--- config.mk ---
export PLATFORM = sky130hd
export DESIGN_NAME = dds_seq_player
export DESIGN_NICKNAME = d
export VERILOG_FILES = /design/src/rtl/dds_seq_pkg.sv /design/src/rtl/dds_seq_player.sv
export SDC_FILE = /design/constraint.sdc
export NUM_CORES = 1
export LEC_CHECK = 0
export ABC_AREA = 1
export CAP_MARGIN = 20
export CORE_MARGIN = 8
export CORE_UTILIZATION = 48
export CTS_CLUSTER_SIZE = 14
export DETAILED_ROUTE_END_ITERATION = 12
export PLACE_DENSITY = 0.8
export SLEW_MARGIN = 30
export SYNTH_ARGS = -nofsm -noshare
export SYNTH_HDL_FRONTEND = slang
export SYNTH_SLANG_ARGS = --single-unit
--- constraint.sdc ---
create_clock -name clk -period 1.8 [get_ports clk]
set_input_delay 0.36 -clock clk [delete_from_list [all_inputs] [get_ports clk]]
set_output_delay 0.36 -clock clk [all_outputs]
set_load 0.01 [all_outputs]
--- src/rtl/dds_seq_pkg.sv ---
// Shared definitions for the AD9959 table player, the AXI register block and the profile RAM.
// Keeps the default address/data widths and the player state encoding in one place.
package dds_seq_pkg;

    localparam int DDS_ADDR_W = 12;
    localparam int DDS_DATA_W = 32;

    typedef enum logic [2:0] {
        IDLE  = 3'd0,
        WAIT  = 3'd1,
        FETCH = 3'd2,
        LOAD  = 3'd3,
        OUT   = 3'd4
    } seq_state_e;

endpackage

--- src/rtl/dds_seq_player.sv ---
// Trigger-stepped profile table player: each trigger fetches one word of the address window
// from the profile RAM read port and offers it on a valid/ready stream.
module dds_seq_player
    import dds_seq_pkg::*;
#(
    parameter int ADDR_W = DDS_ADDR_W,
    parameter int DATA_W = DDS_DATA_W
) (
    input  logic              clk,
    input  logic              rst,
    input  logic [ADDR_W-1:0] cfg_start_addr,
    input  logic [ADDR_W-1:0] cfg_end_addr,
    input  logic              cfg_loop,
    input  logic              cmd_arm,
    input  logic              cmd_abort,
    input  logic              trig,
    output logic              bram_en,
    output logic [ADDR_W-1:0] bram_addr,
    input  logic [DATA_W-1:0] bram_dout,
    output logic              m_valid,
    output logic [DATA_W-1:0] m_data,
    input  logic              m_ready,
    output logic              busy,
    output logic              done,
    output logic              trig_overrun
);

    seq_state_e        state_q;
    logic [ADDR_W-1:0] cur_addr_q;
    logic [ADDR_W-1:0] start_addr_q;
    logic [ADDR_W-1:0] end_addr_q;
    logic              loop_q;
    logic              bram_en_q;
    logic [ADDR_W-1:0] bram_addr_q;
    logic              m_valid_q;
    logic [DATA_W-1:0] m_data_q;
    logic              done_q;
    logic              overrun_q;

    always_ff @(posedge clk) begin
        if (rst) begin
            state_q      <= IDLE;
            cur_addr_q   <= '0;
            start_addr_q <= '0;
            end_addr_q   <= '0;
            loop_q       <= 1'b0;
            bram_en_q    <= 1'b0;
            bram_addr_q  <= '0;
            m_valid_q    <= 1'b0;
            m_data_q     <= '0;
            done_q       <= 1'b0;
            overrun_q    <= 1'b0;
        end else begin
            done_q <= 1'b0;
            if (cmd_abort) begin
                // Abort outranks everything, including a simultaneous arm.
                state_q   <= IDLE;
                bram_en_q <= 1'b0;
                m_valid_q <= 1'b0;
            end else begin
                case (state_q)
                    IDLE: begin
                        if (cmd_arm) begin
                            start_addr_q <= cfg_start_addr;
                            end_addr_q   <= cfg_end_addr;
                            loop_q       <= cfg_loop;
                            cur_addr_q   <= cfg_start_addr;
                            overrun_q    <= 1'b0;
                            state_q      <= WAIT;
                        end
                    end
                    WAIT: begin
                        if (trig) begin
                            bram_en_q   <= 1'b1;
                            bram_addr_q <= cur_addr_q;
                            state_q     <= FETCH;
                        end
                    end
                    FETCH: begin
                        bram_en_q <= 1'b0;
                        if (trig) overrun_q <= 1'b1;
                        state_q <= LOAD;
                    end
                    LOAD: begin
                        m_data_q  <= bram_dout;
                        m_valid_q <= 1'b1;
                        if (trig) overrun_q <= 1'b1;
                        state_q <= OUT;
                    end
                    OUT: begin
                        if (trig) overrun_q <= 1'b1;
                        if (m_ready) begin
                            m_valid_q <= 1'b0;
                            if (cur_addr_q == end_addr_q) begin
                                if (loop_q) begin
                                    cur_addr_q <= start_addr_q;
                                    state_q    <= WAIT;
                                end else begin
                                    done_q  <= 1'b1;
                                    state_q <= IDLE;
                                end
                            end else begin
                                // Wraps through the top of the RAM when end < start.
                                cur_addr_q <= cur_addr_q + ADDR_W'(1);
                                state_q    <= WAIT;
                            end
                        end
                    end
                    default: state_q <= IDLE;
                endcase
            end
        end
    end

    assign bram_en      = bram_en_q;
    assign bram_addr    = bram_addr_q;
    assign m_valid      = m_valid_q;
    assign m_data       = m_data_q;
    assign done         = done_q;
    assign trig_overrun = overrun_q;
    assign busy         = (state_q != IDLE);

endmodule

==> summary.log <==
[worst_hold_path] hold path startpoint start_addr_q[3]
[synthesis] number of nets produced by synthesis 635
[global_routing] first-pass GRT wire length 18400 microns
[drt] Via density 5.01
[global_routing] overall global routing resource usage 19.6%
[synthesis] count of different cell masters after synthesis 31
[drt] detailed-router iteration count before antenna repair 4
[synthesis] top_reg_cell synth sky130_fd_sc_hd__dfxtp_1
[timing] Worst-Margin Slew 357 ps
[placed_design] placed instance count 782
[power_and_ir_drop] overall power consumption 0.00413 W
[worst_hold_path] hold path depth 2
[timing] Final period util 95.5%
[run] Max Cap Violations 0
[synthesis] synth warn 0
[floorplan] initial cell density of the core 48.6%
[synthesis] cell count after synthesis 571
[worst_hold_path] worst hold endpoint start_addr_q[3]
[timing] number of endpoints with negative hold slack in the final report 0
[critical_path] worst reg2reg setup slack 140 ps
[cells_and_area] number of nets in the final layout 752
[critical_path] logic depth of the worst register-to-register path 11
[clock_tree] hold bufs inserted after CTS 0
[critical_path] startpoint class of the critical path flip-flop
[drt] routed wire length per instance 14.1 microns
[synthesis] Post-synth EDFFs 0
[global_routing] global route total overflow 0
[drt] DRC Markers 0
[clock_tree] Clk Tree Root Cell sky130_fd_sc_hd__clkbuf_8
[cells_and_area] final instance count without filler cells 798
[critical_path] element type at the critical path end output pin
[clock_tree] TritonCTS buffer count 9
[placed_design] HPWL reported at the end of detailed placement 8310 microns
[global_routing] largest net degree at the start of global routing 61
[cells_and_area] antenna diode count 0
[timing] worst slew slack as a fraction of its limit 76.2%
[power_and_ir_drop] PD cells 752 nW/um^2
[floorplan] top-level port count 112
[placed_design] worst setup slack after placement 0.294 ps
[drt] vias after detailed routing 4001
[floorplan] number of rows in the core area 33
[timing] minimum setup slack in the final design 81.2 ps
[global_routing] number of global-route vias before repair 4010
[timing] worst clock skew on the final layout 11.1 ps
[clock_tree] Clk Latency, worst-skew pair 350 ps
[critical_path] critical path class reg -> out
[clock_tree] CTS tree done
[power_and_ir_drop] Max IR drop VDD 0.446 mV
[drt] total wirelength of the detailed-routed design 11300 microns
[drt] DRC marker count from the first detailed-route iteration 180
[power_and_ir_drop] leakage power of the design 2.38 nW
[floorplan] DIE AREA 11300 sq um
[clock_tree] clock edge transition at the registers on the reported setup and hold paths 90 ps
[placed_design] final estimated routing congestion in global placement 0.851
[global_routing] initial antenna violation count 0
[critical_path] Required @ worst endpoint 1440 ps
[timing] final setup TNS 0 ps
[worst_hold_path] worst min-delay path class reg -> reg
[timing] Pins Over Slew Limit 0
[drt] antenna violation net count after detailed routing 0
[critical_path] data arrival at the endpoint of the critical path 1360 ps
[floorplan] floorplan core area 8090 sq um
[critical_path] maximum fanout count along the critical path 5
[clock_tree] number of buffers on the longest clock path 2
[synthesis] average footprint of a synthesized cell 6.89 sq um
[floorplan] Die H 107 microns
[clock_tree] H-tree depth 3
[synthesis] Seq cells post-synth 88
[critical_path] worst r2r src cur_addr_q[11]
[outcome] result of the run finished, final reports clean
[synthesis] Mapped Area 3930 sq um
[clock_tree] clock tree sinks 88
[critical_path] reg-to-reg critical path endpoint cur_addr_q[1]
[synthesis] Post-synth ARST share 0%
[timing] final worst path period need 1720 ps
[synthesis] portion of the post-synthesis area used by sequential elements 44.8%
[floorplan] die span in x 107 microns
[placed_design] Port Buf Inserts 111
[timing] fmax 0.582 GHz
[cells_and_area] area delta synth->final 39.8%
[cells_and_area] layout cells sized above 1 10.4%
[timing] count of endpoints failing setup in the final report 0
[timing] Hold Slack 461 ps
-- Yosys cell counts (2+ instances only) --
library cell | number | share of area [%]
sky130_fd_sc_hd__nand4_1 | 2 | 0.32
sky130_fd_sc_hd__inv_1 | 35 | 3.3
sky130_fd_sc_hd__nor4_1 | 2 | 0.32
sky130_fd_sc_hd__nand2_1 | 96 | 9.2
sky130_fd_sc_hd__a21oi_1 | 36 | 4.6
sky130_fd_sc_hd__nor3_1 | 5 | 0.64
sky130_fd_sc_hd__nand3_1 | 24 | 3.1
sky130_fd_sc_hd__nor3_2 | 2 | 0.51
sky130_fd_sc_hd__nor2_1 | 134 | 13
sky130_fd_sc_hd__nor2_2 | 2 | 0.32
sky130_fd_sc_hd__xnor2_1 | 4 | 0.89
sky130_fd_sc_hd__inv_2 | 11 | 1.0
sky130_fd_sc_hd__dfxtp_1 | 88 | 45
sky130_fd_sc_hd__o21ai_1 | 29 | 3.7
sky130_fd_sc_hd__nand2_2 | 3 | 0.48
sky130_fd_sc_hd__xor2_1 | 5 | 1.1
sky130_fd_sc_hd__o21ai_0 | 54 | 6.9
sky130_fd_sc_hd__buf_2 | 6 | 0.76
sky130_fd_sc_hd__clkbuf_1 | 21 | 2.0
-- final cells by class --
class,instances,area (sq um)
sequential,88,1770
timing repair buffer,135,1340
multi-input combinational,407,1880
clock buffer,11,141
fill,711,2590
tap,105,131
inverter,47,179
clock inverter,5,56.3
-- placed cells by master, fill, tap and decap left out, types with 4 or more instances in the layout --
| cell | n |
|---|---|
| sky130_fd_sc_hd__o21ai_0 | 54 |
| sky130_fd_sc_hd__xnor2_1 | 4 |
| sky130_fd_sc_hd__nand3_1 | 24 |
| sky130_fd_sc_hd__dfxtp_2 | 5 |
| sky130_fd_sc_hd__nor2_1 | 133 |
| sky130_fd_sc_hd__inv_2 | 12 |
| sky130_fd_sc_hd__o21ai_1 | 29 |
| sky130_fd_sc_hd__clkbuf_8 | 10 |
| sky130_fd_sc_hd__xor2_1 | 5 |
| sky130_fd_sc_hd__a21oi_1 | 36 |
| sky130_fd_sc_hd__clkdlybuf4s50_1 | 110 |
| sky130_fd_sc_hd__nand2_1 | 96 |
| sky130_fd_sc_hd__inv_1 | 34 |
| sky130_fd_sc_hd__nor3_1 | 5 |
| sky130_fd_sc_hd__buf_4 | 20 |
| sky130_fd_sc_hd__buf_12 | 4 |
| sky130_fd_sc_hd__dfxtp_1 | 83 |
-- critical path, stage by stage, from the launching register on --
cell                            delay [ps]
sky130_fd_sc_hd__dfxtp_2               360
sky130_fd_sc_hd__nor2_4                150
sky130_fd_sc_hd__inv_2                  80
sky130_fd_sc_hd__nor2_4                100
sky130_fd_sc_hd__inv_1                  40
sky130_fd_sc_hd__dlygate4sd2_1         270
-- cells by family after synthesis --
family | share of synthesized area [%]
compound gates | 15.6
simple gates | 29.5
buf+inv | 7.80
flops | 44.8
fa+ha+maj | 0.318
xor+xnor | 2.00
-- routing by layer --
metal	part of all wire [%]	up-vias	global-route usage (%)
li1	-	2052	-
met1	42	1802	21.7
met2	46	129	32.0
met3	10	18	10.1
met4	1.8	0	6.23
met5	0	-	0
-- metrics by stage --
step	cell area, sq um	utilization, %
final	5500	67.9
after global routing	5500	67.9
after CTS	5480	67.7
after detailed placement	5280	65.2
after global placement	5280	65.2
after floorplan	3930	-
-- repair_timing --
action | in CTS | in global routing
setup endpoints to repair | 1 | 13
pin swaps | 0 | 0
buffers inserted | 0 | 0
gates resized for setup | 4 | 6
hold endpoints to repair | 0 | 0
-- power by group --
group,internal (W),switching [W],total [W]
registers,0.00202,0.0000570,0.00208
clock network,0.000679,0.000700,0.00138
logic,0.000325,0.000352,0.000677
-- how the worst max path moves through the flow --
stage                     slack (ps)          start  cells past startpoint             to
final                             80     state_q[1]                      5           busy
after floorplan                  290  cur_addr_q[2]                     13  cur_addr_q[3]
after detailed placement         0.3        cmd_arm                     10  cur_addr_q[4]
after global placement            40        cmd_arm                     10  cur_addr_q[1]
after global routing            -0.2     state_q[1]                      5           busy
after CTS                         40     state_q[1]                      5           busy
-- registers in the layout, summed over array words and instances (netlist names) --
register,cells
bram_addr,12
end_addr_q,12
m_data,32
done,1
state_q,3
start_addr_q,12
loop_q,1
cur_addr_q,12
bram_en,1
trig_overrun,1
m_valid,1
(Power assumes the default switching activity.)
